File: src/rtl/ad7606_pkg.sv
// Shared types for the AD7606 front end: FSM states, config word layout and the active-config record.
package ad7606_pkg;

    localparam int CH_MSB    = 7;
    localparam int CH_LSB    = 5;
    localparam int OS_MSB    = 4;
    localparam int OS_LSB    = 2;
    localparam int STBY_BIT  = 1;
    localparam int RANGE_BIT = 0;

    typedef enum logic [2:0] {
        S_RST,
        S_IDLE,
        S_CONV,
        S_BUSY,
        S_RD_LO,
        S_RD_HI
    } state_t;

    typedef struct packed {
        logic [2:0] ch_last;
        logic [2:0] os;
        logic       stby;
        logic       range_sel;
    } cfg_t;

    function automatic cfg_t cfg_decode(input logic [7:0] w);
        cfg_t c;
        c.ch_last   = w[CH_MSB:CH_LSB];
        c.os        = w[OS_MSB:OS_LSB];
        c.stby      = w[STBY_BIT];
        c.range_sel = w[RANGE_BIT];
        return c;
    endfunction

endpackage

File: src/rtl/ad7606_if_if.sv
// Pin/bus bundle between the config controller, the AD7606 and the sample consumer.
// slave = the ad7606_if block itself, master = its environment.
interface ad7606_if_if;
    logic [15:0] cfg_data_i;
    logic        cfg_wr_n_i;
    logic [2:0]  ad_os_o;
    logic        ad_range_o;
    logic        ad_stby_n_o;
    logic        ad_reset_o;
    logic        ad_convst_o;
    logic        ad_cs_n_o;
    logic        ad_rd_n_o;
    logic        ad_busy_i;
    logic        ad_frstdata_i;
    logic [15:0] ad_db_i;
    logic [15:0] sample_o;
    logic [2:0]  sample_ch_o;
    logic        sample_vld_o;
    logic        frame_done_o;
    logic        err_o;

    modport slave (
        input  cfg_data_i, cfg_wr_n_i, ad_busy_i, ad_frstdata_i, ad_db_i,
        output ad_os_o, ad_range_o, ad_stby_n_o, ad_reset_o, ad_convst_o, ad_cs_n_o,
               ad_rd_n_o, sample_o, sample_ch_o, sample_vld_o, frame_done_o, err_o
    );

    modport master (
        output cfg_data_i, cfg_wr_n_i, ad_busy_i, ad_frstdata_i, ad_db_i,
        input  ad_os_o, ad_range_o, ad_stby_n_o, ad_reset_o, ad_convst_o, ad_cs_n_o,
               ad_rd_n_o, sample_o, sample_ch_o, sample_vld_o, frame_done_o, err_o
    );
endinterface

File: src/rtl/ad7606_sync2.sv
// Two-flop synchroniser for asynchronous ADC status lines; 2-cycle latency, no backpressure.
module ad7606_sync2 #(
    parameter int W = 1
) (
    input  logic         clk_i,
    input  logic         rst_n_i,
    input  logic [W-1:0] d,
    output logic [W-1:0] q
);
    logic [W-1:0] meta;

    always_ff @(posedge clk_i or negedge rst_n_i) begin
        if (!rst_n_i) begin
            meta <= '0;
            q    <= '0;
        end else begin
            meta <= d;
            q    <= meta;
        end
    end
endmodule

File: src/rtl/ad7606_if.sv
// AD7606 controller: config capture, periodic CONVST, BUSY wait and per-channel parallel readback.
// Pins are registered from the next state; samples appear one cycle after the last RD low cycle, no backpressure.
module ad7606_if #(
    parameter int CONV_PERIOD  = 909,
    parameter int RESET_CYCLES = 4,
    parameter int CONVST_LOW   = 2,
    parameter int RD_LOW       = 3,
    parameter int RD_HIGH      = 2,
    parameter int BUSY_TIMEOUT = 1024
) (
    input  logic        clk_i,
    input  logic        rst_n_i,
    ad7606_if_if.slave  bus
);
    import ad7606_pkg::*;

    localparam int PW = $clog2(CONV_PERIOD);
    localparam int TW = $clog2(BUSY_TIMEOUT + 1);

    state_t         state, state_nxt;
    logic [TW-1:0]  tmr;
    logic [PW-1:0]  per_cnt;
    logic           per_hit, per_end;
    logic [2:0]     ch;
    cfg_t           cfg, shadow;
    logic           cfg_pend, cfg_valid, run_seen;
    logic           wr_n_q, wr_fall, apply, capture, busy_to;
    logic           busy_s, frst_s, busy_seen;
    logic           convst_q, cs_n_q, rd_n_q, reset_q;
    logic [15:0]    sample_q;
    logic [2:0]     sample_ch_q;
    logic           vld_q, fd_q, err_q;
    logic           cfg_unused;

    ad7606_sync2 #(.W(1)) u_sync_busy (.clk_i(clk_i), .rst_n_i(rst_n_i), .d(bus.ad_busy_i),     .q(busy_s));
    ad7606_sync2 #(.W(1)) u_sync_frst (.clk_i(clk_i), .rst_n_i(rst_n_i), .d(bus.ad_frstdata_i), .q(frst_s));

    assign cfg_unused = ^bus.cfg_data_i[15:8];
    assign wr_fall    = wr_n_q & ~bus.cfg_wr_n_i;
    assign apply      = (state == S_IDLE) && cfg_pend;
    assign per_end    = (per_cnt == PW'(CONV_PERIOD - 1));
    assign capture    = (state == S_RD_LO) && (tmr == TW'(RD_LOW - 1));
    assign busy_to    = (state == S_BUSY) && (tmr == TW'(BUSY_TIMEOUT - 1));

    always_ff @(posedge clk_i or negedge rst_n_i) begin
        if (!rst_n_i) state <= S_RST;
        else          state <= state_nxt;
    end

    always_comb begin
        state_nxt = state;
        case (state)
            // The reset timer only runs once the pin is actually high, so power-up and
            // standby-exit pulses have the same width.
            S_RST:   if (reset_q && tmr == TW'(RESET_CYCLES - 1)) state_nxt = S_IDLE;
            S_IDLE: begin
                if (apply) begin
                    if (shadow.stby && !cfg.stby && run_seen) state_nxt = S_RST;
                end else if (cfg_valid && cfg.stby && (per_hit || per_end)) begin
                    state_nxt = S_CONV;
                end
            end
            S_CONV:  if (tmr == TW'(CONVST_LOW - 1)) state_nxt = S_BUSY;
            S_BUSY: begin
                if (busy_to)                   state_nxt = S_RST;
                else if (busy_seen && !busy_s) state_nxt = S_RD_LO;
            end
            S_RD_LO: if (capture) state_nxt = S_RD_HI;
            S_RD_HI: if (tmr == TW'(RD_HIGH - 1)) state_nxt = (ch == cfg.ch_last) ? S_IDLE : S_RD_LO;
            default: state_nxt = S_RST;
        endcase
    end

    always_ff @(posedge clk_i or negedge rst_n_i) begin
        if (!rst_n_i) begin
            tmr         <= '0;
            per_cnt     <= '0;
            per_hit     <= 1'b0;
            ch          <= '0;
            cfg         <= '0;
            shadow      <= '0;
            cfg_pend    <= 1'b0;
            cfg_valid   <= 1'b0;
            run_seen    <= 1'b0;
            wr_n_q      <= 1'b1;
            busy_seen   <= 1'b0;
            convst_q    <= 1'b1;
            cs_n_q      <= 1'b1;
            rd_n_q      <= 1'b1;
            reset_q     <= 1'b0;
            sample_q    <= '0;
            sample_ch_q <= '0;
            vld_q       <= 1'b0;
            fd_q        <= 1'b0;
            err_q       <= 1'b0;
        end else begin
            if (state_nxt != state)          tmr <= '0;
            else if (state != S_RST || reset_q) tmr <= tmr + TW'(1);

            // Period restarts on the CONVST falling edge; per_hit remembers a wrap during a frame.
            if (state_nxt == S_CONV && state != S_CONV) begin
                per_cnt <= '0;
                per_hit <= 1'b0;
            end else begin
                per_cnt <= per_end ? '0 : per_cnt + PW'(1);
                if (per_end) per_hit <= 1'b1;
            end

            wr_n_q <= bus.cfg_wr_n_i;
            if (wr_fall) begin
                shadow   <= cfg_decode(bus.cfg_data_i[7:0]);
                cfg_pend <= 1'b1;
            end else if (apply) begin
                cfg_pend <= 1'b0;
            end
            if (apply) begin
                cfg       <= shadow;
                cfg_valid <= 1'b1;
            end
            if (cfg_valid && cfg.stby) run_seen <= 1'b1;

            if (state != S_BUSY) busy_seen <= 1'b0;
            else if (busy_s)     busy_seen <= 1'b1;

            if (state == S_BUSY)                              ch <= '0;
            else if (state == S_RD_HI && state_nxt == S_RD_LO) ch <= ch + 3'd1;

            if (capture) begin
                sample_q    <= bus.ad_db_i;
                sample_ch_q <= ch;
                if (frst_s != (ch == 3'd0)) err_q <= 1'b1;
            end
            if (busy_to) err_q <= 1'b1;
            vld_q <= capture;
            fd_q  <= (state == S_RD_HI) && (state_nxt == S_IDLE);

            convst_q <= (state_nxt != S_CONV);
            cs_n_q   <= !(state_nxt == S_RD_LO || state_nxt == S_RD_HI);
            rd_n_q   <= (state_nxt != S_RD_LO);
            reset_q  <= (state_nxt == S_RST);
        end
    end

    assign bus.ad_os_o      = cfg.os;
    assign bus.ad_range_o   = cfg.range_sel;
    assign bus.ad_stby_n_o  = cfg_valid & cfg.stby;
    assign bus.ad_reset_o   = reset_q;
    assign bus.ad_convst_o  = convst_q;
    assign bus.ad_cs_n_o    = cs_n_q;
    assign bus.ad_rd_n_o    = rd_n_q;
    assign bus.sample_o     = sample_q;
    assign bus.sample_ch_o  = sample_ch_q;
    assign bus.sample_vld_o = vld_q;
    assign bus.frame_done_o = fd_q;
    assign bus.err_o        = err_q;
endmodule

File: src/flat_wrapper.sv
// flat-port wrapper written by rule: the top's interface ports become plain ports
module ad7606_if_flat import ad7606_pkg::*;
#(
    parameter int CONV_PERIOD  = 909,
    parameter int RESET_CYCLES = 4,
    parameter int CONVST_LOW   = 2,
    parameter int RD_LOW       = 3,
    parameter int RD_HIGH      = 2,
    parameter int BUSY_TIMEOUT = 1024
)
  (clk_i, rst_n_i, bus_cfg_data_i, bus_cfg_wr_n_i, bus_ad_busy_i, bus_ad_frstdata_i, bus_ad_db_i, bus_ad_os_o, bus_ad_range_o, bus_ad_stby_n_o, bus_ad_reset_o, bus_ad_convst_o, bus_ad_cs_n_o, bus_ad_rd_n_o, bus_sample_o, bus_sample_ch_o, bus_sample_vld_o, bus_frame_done_o, bus_err_o);
  ad7606_if_if bus_i ();
  input  logic clk_i;
  input  logic rst_n_i;
  input wire logic [$bits(bus_i.cfg_data_i)-1:0] bus_cfg_data_i;
  input wire logic [$bits(bus_i.cfg_wr_n_i)-1:0] bus_cfg_wr_n_i;
  input wire logic [$bits(bus_i.ad_busy_i)-1:0] bus_ad_busy_i;
  input wire logic [$bits(bus_i.ad_frstdata_i)-1:0] bus_ad_frstdata_i;
  input wire logic [$bits(bus_i.ad_db_i)-1:0] bus_ad_db_i;
  output wire logic [$bits(bus_i.ad_os_o)-1:0] bus_ad_os_o;
  output wire logic [$bits(bus_i.ad_range_o)-1:0] bus_ad_range_o;
  output wire logic [$bits(bus_i.ad_stby_n_o)-1:0] bus_ad_stby_n_o;
  output wire logic [$bits(bus_i.ad_reset_o)-1:0] bus_ad_reset_o;
  output wire logic [$bits(bus_i.ad_convst_o)-1:0] bus_ad_convst_o;
  output wire logic [$bits(bus_i.ad_cs_n_o)-1:0] bus_ad_cs_n_o;
  output wire logic [$bits(bus_i.ad_rd_n_o)-1:0] bus_ad_rd_n_o;
  output wire logic [$bits(bus_i.sample_o)-1:0] bus_sample_o;
  output wire logic [$bits(bus_i.sample_ch_o)-1:0] bus_sample_ch_o;
  output wire logic [$bits(bus_i.sample_vld_o)-1:0] bus_sample_vld_o;
  output wire logic [$bits(bus_i.frame_done_o)-1:0] bus_frame_done_o;
  output wire logic [$bits(bus_i.err_o)-1:0] bus_err_o;
  assign bus_i.cfg_data_i = bus_cfg_data_i;
  assign bus_i.cfg_wr_n_i = bus_cfg_wr_n_i;
  assign bus_i.ad_busy_i = bus_ad_busy_i;
  assign bus_i.ad_frstdata_i = bus_ad_frstdata_i;
  assign bus_i.ad_db_i = bus_ad_db_i;
  assign bus_ad_os_o = bus_i.ad_os_o;
  assign bus_ad_range_o = bus_i.ad_range_o;
  assign bus_ad_stby_n_o = bus_i.ad_stby_n_o;
  assign bus_ad_reset_o = bus_i.ad_reset_o;
  assign bus_ad_convst_o = bus_i.ad_convst_o;
  assign bus_ad_cs_n_o = bus_i.ad_cs_n_o;
  assign bus_ad_rd_n_o = bus_i.ad_rd_n_o;
  assign bus_sample_o = bus_i.sample_o;
  assign bus_sample_ch_o = bus_i.sample_ch_o;
  assign bus_sample_vld_o = bus_i.sample_vld_o;
  assign bus_frame_done_o = bus_i.frame_done_o;
  assign bus_err_o = bus_i.err_o;
  ad7606_if #(.CONV_PERIOD(CONV_PERIOD), .RESET_CYCLES(RESET_CYCLES), .CONVST_LOW(CONVST_LOW), .RD_LOW(RD_LOW), .RD_HIGH(RD_HIGH), .BUSY_TIMEOUT(BUSY_TIMEOUT)) u_core (.clk_i(clk_i), .rst_n_i(rst_n_i), .bus(bus_i));
endmodule
File: config.mk
export PLATFORM = sky130hd
export DESIGN_NAME = ad7606_if_flat
export DESIGN_NICKNAME = d
export VERILOG_FILES = /design/src/rtl/ad7606_pkg.sv /design/src/rtl/ad7606_if_if.sv /design/src/rtl/ad7606_sync2.sv /design/src/rtl/ad7606_if.sv /design/src/flat_wrapper.sv
export SDC_FILE = /design/constraint.sdc
export NUM_CORES = 1
export LEC_CHECK = 0
export CAP_MARGIN = 20
export CORE_MARGIN = 8
export CORE_UTILIZATION = 55
export CTS_CLUSTER_DIAMETER = 80
export CTS_CLUSTER_SIZE = 30
export DETAILED_ROUTE_END_ITERATION = 16
export PLACE_DENSITY = 0.91
export SETUP_SLACK_MARGIN = 0.02
export SKIP_CTS_REPAIR_TIMING = 1
export SYNTH_ARGS = -nofsm -noshare
export SYNTH_HDL_FRONTEND = slang
export SYNTH_SLANG_ARGS = --single-unit
File: constraint.sdc
create_clock -name clk_i -period 2.89 [get_ports clk_i]
set_input_delay 0.578 -clock clk_i [delete_from_list [all_inputs] [get_ports clk_i]]
set_output_delay 0.578 -clock clk_i [all_outputs]
set_load 0.02 [all_outputs]
==> impl_metrics.yaml <==
global_routing:
  globalRouteTotalUtil_pct: 16.07
  grt_pass1_wl_mm: 12.30
  grt_start_max_net_pins: 80
  grt_antenna_before_repair: 0
  grt_overflow: 0
  grt_pass1_vias: 2572
worst_setup_path:
  timing.rr.start: "u_core.tmr[0]$_DFFE_PN0P_"
  crit_path_cell_trace: "ha_1 -> nand2_1 -> nor4_4 -> o311ai_0 -> nand4b_2 -> a2111oi_4"
  max_stage_delay_ps: 500
  slowest_stage: "sky130_fd_sc_hd__nand4b_2"
  worstPathMaxFanout: 11
  cp_data_arrival_time_ps: 2560
  critPathKind: "flip-flop to flip-flop"
  required_ps: 3140
  ff2ff_setup_slack_ps: 570
  critical_path.startpoint: "u_core.tmr[0]$_DFFE_PN0P_"
  r2r.worst_path.cells: 6
  rr_endpoint: "u_core.tmr[1]$_DFFE_PN0P_"
  timing.critical_path.to_type: "flip-flop"
  critPathLaunchType: "flip-flop"
die:
  boundaryPins: 68
  chipHeight_um: 97.84
  dieArea_mm2: 0.009572
  placementRows: 30
  core_area_mm2: 0.006644
  start_util_pct: 55.44
  die_w_um: 97.84
sta:
  timing_hold_violations_final: 0
  finalCritPeriodShare_pct: 80.15
  setup_viol_count_final: 0
  max_clock_freq_ghz: 0.4317
  setup_total_negative_slack_ps: 0
  worst_slew_margin_rel_pct: 51.17
  final_critical_path_setup_slack_ps: 573.8
  rsz0062_at_grt: "no"
  final-max-slew-violation-count: 0
  skew_ps: 8.543
  timing_worst_slew_pin_value_ps: 725.8
  finalCriticalPeriod_ps: 2316
clock_tree:
  clock-sinks: 79
  cts_root_buf: "sky130_fd_sc_hd__clkbuf_8"
  clock_h_tree_levels: 3
  path_clk_slew_ps: 80
  clock_latency_ps: 350
  total_cts_buffers: 9
  clock_path_buffers: 2
  clock_tree_from_tritoncts: "yes"
final_layout:
  antenna_cells_inserted: 0
  layout-drive-gt1-share_pct: 24.15
  syn_to_final_growth_pct: 23.20
  post-route-util_pct: 68.31
  total_number_of_nets_in_the_final_design: 392
drt:
  drt-pass1-iter-count: 4
  antenna_left: 0
  post_detailed_route_via_to_cell_ratio: 5.491
  avgRoutedWirePerCell_um: 16.84
  finalWirelength_mm: 7.276
  drt-initial-drc-count: 143
  route.vias.total: 2372
  drcViolationCount: 0
synthesis:
  synth_sequential_area_ratio_pct: 53.80
  number_of_warning_messages_in_the_yosys_log: 0
  synthesis.area_mm2: 0.003684
  post_synth_edffs: 0
  ys_seq_elements: 79
  syn_avg_cell_area_um2: 12.83
  syn_inst: 287
  number_of_unique_standard_cell_types_used_by_synthesis: 53
  async_flop_share_pct: 100.0
  postSynthNetCount: 331
  ys.flop_type: "sky130_fd_sc_hd__dfrtp_1"
placed_design:
  detailed_place_hpwl_mm: 5.104
  port_buffers: 59
  gp_congestion: 0.8053
  pre_cts_ws_ps: 604.9
pwr:
  combinationalPowerShare_pct: 27.9
  clock_power_share_pct: 28.3
  p_int_mw: 2.138
  powerDensity_mw_per_mm2: 678.5
  sequentialPowerShare_pct: 43.8
  netSwitchingPower_mw: 0.9417
  sw_share_pct: 30.58
  power.total_mw: 3.079
  lkg_pwr_nw: 2.036
  peakVddDrop_v: 0.0004694
run_status:
  outcome: "finished, final reports clean"
hold_path:
  worst_hold_path_type: "primary input to asynchronous set/reset pin"
flow_run:
  maxCapViolations: 0
## sequential cells by signal (all words and copies together) (netlist names), 3 cells and up
name                    flops
u_core.bus.sample_ch_o      3
u_core.per_cnt             10
u_core.bus.ad_os_o          3
u_core.ch                   3
u_core.tmr                 11
u_core.cfg                  4
u_core.state                3
u_core.shadow               8
u_core.bus.sample_o        16
## Yosys cell counts, types with 2 or more instances
| master | count | share of area, % |
|---|---|---|
| sky130_fd_sc_hd__a21o_1 | 2 | 0.41 |
| sky130_fd_sc_hd__a21oi_1 | 2 | 0.27 |
| sky130_fd_sc_hd__a31oi_1 | 2 | 0.34 |
| sky130_fd_sc_hd__and2_1 | 3 | 0.51 |
| sky130_fd_sc_hd__and3_1 | 4 | 0.68 |
| sky130_fd_sc_hd__and3b_1 | 2 | 0.48 |
| sky130_fd_sc_hd__and4_1 | 2 | 0.48 |
| sky130_fd_sc_hd__and4b_1 | 2 | 0.54 |
| sky130_fd_sc_hd__buf_2 | 3 | 0.41 |
| sky130_fd_sc_hd__buf_4 | 3 | 0.61 |
| sky130_fd_sc_hd__buf_6 | 4 | 1.2 |
| sky130_fd_sc_hd__clkbuf_1 | 3 | 0.31 |
| sky130_fd_sc_hd__dfrtp_1 | 75 | 51 |
| sky130_fd_sc_hd__dfstp_2 | 4 | 2.9 |
| sky130_fd_sc_hd__ha_1 | 7 | 2.4 |
| sky130_fd_sc_hd__inv_1 | 15 | 1.5 |
| sky130_fd_sc_hd__mux2_2 | 19 | 5.8 |
| sky130_fd_sc_hd__mux2_4 | 14 | 5.7 |
| sky130_fd_sc_hd__nand2_1 | 9 | 0.92 |
| sky130_fd_sc_hd__nand2b_1 | 3 | 0.51 |
| sky130_fd_sc_hd__nand3_1 | 3 | 0.41 |
| sky130_fd_sc_hd__nand3b_1 | 3 | 0.61 |
| sky130_fd_sc_hd__nand4_1 | 9 | 1.5 |
| sky130_fd_sc_hd__nor2_1 | 18 | 1.8 |
| sky130_fd_sc_hd__nor2b_1 | 3 | 0.51 |
| sky130_fd_sc_hd__nor3_1 | 4 | 0.54 |
| sky130_fd_sc_hd__nor3_2 | 12 | 3.3 |
| sky130_fd_sc_hd__nor4_1 | 3 | 0.51 |
| sky130_fd_sc_hd__nor4_2 | 2 | 0.68 |
| sky130_fd_sc_hd__o21ai_0 | 4 | 0.54 |
| sky130_fd_sc_hd__or2_2 | 3 | 0.51 |
| sky130_fd_sc_hd__or3_1 | 2 | 0.34 |
| sky130_fd_sc_hd__xnor2_1 | 11 | 2.6 |
| sky130_fd_sc_hd__xor2_1 | 13 | 3.1 |
## worst max-delay path by stage
stage	slack, ps	endpoint	depth (start not counted)
finish	570	u_core.tmr[1]$_DFFE_PN0P_	6
global route	330	u_core.tmr[1]$_DFFE_PN0P_	6
CTS	570	u_core.tmr[1]$_DFFE_PN0P_	6
detailed placement	600	u_core.tmr[1]$_DFFE_PN0P_	6
global placement	680	u_core.tmr[1]$_DFFE_PN0P_	6
floorplan	1070	u_core.tmr[0]$_DFFE_PN0P_	7
## critical path, delay by kind of cell (launching register included)
| family | cells | cell delay, ps |
|---|---|---|
| AO/OA/AOI/OAI | 2 | 760 |
| adder cells (fa/ha/maj) | 1 | 260 |
| AND/OR/NAND/NOR | 3 | 770 |
| flip-flops | 1 | 420 |
## per-stage QoR
step	cells	hold WS [ps]	instance area, um^2
after floorplan	287	282.4	3684
after global placement	416	334.6	4300
after detailed placement	416	337.1	4300
after CTS	431	353.7	4511
after global routing	432	59.49	4538
final	432	60.97	4538
## cells by family after synthesis
kind of cell    share of synthesized area [%]
compound gates                          4.484
xor+xnor                                5.706
fa+ha+maj                               2.378
buf+inv                                 4.076
flops                                   53.80
mux                                     11.79
simple gates                            17.76
## power groups by stage
stage | sequential, mW | clock [mW] | combinational (mW)
floorplan | 1.37 | 0 | 0.590
global placement | 1.36 | 0 | 0.821
detailed placement | 1.37 | 0 | 0.850
CTS | 1.35 | 0.894 | 0.862
global route | 1.37 | 0.934 | 0.926
finish | 1.35 | 0.872 | 0.858
## area by class of cell
class | count | area (um^2)
Timing Repair Buffer | 63 | 638.1
Clock inverter | 6 | 86.33
Multi-Input combinational cell | 180 | 1551
Sequential cell | 79 | 1982
Fill cell | 475 | 2106
Inverter | 15 | 56.30
Clock buffer | 9 | 123.9
Tap cell | 80 | 100.1
## cell usage in the layout, fill, tap and decap left out, drive strengths merged, types with 3 or more instances in the layout
master,n
a21oi,3
and2,3
and3,4
buf,5
clkbuf,9
clkdlybuf4s50,58
clkinv,3
dfrtp,75
dfstp,4
ha,7
inv,15
mux2,33
nand2,9
nand2b,3
nand3,4
nand3b,3
nand4,9
nor2,19
nor2b,3
nor3,16
nor4,6
o21ai,4
or2,3
xnor2,11
xor2,13
## layer usage
layer	vias to the layer above	global-route usage, %	wire, um
li1	1118	-	-
met1	1179	17.59	2987
met2	58	28.08	3812
met3	17	4.196	307
met4	0	8.153	168
met5	-	0	0
No activity file was read; power rests on OpenSTA's default activity.
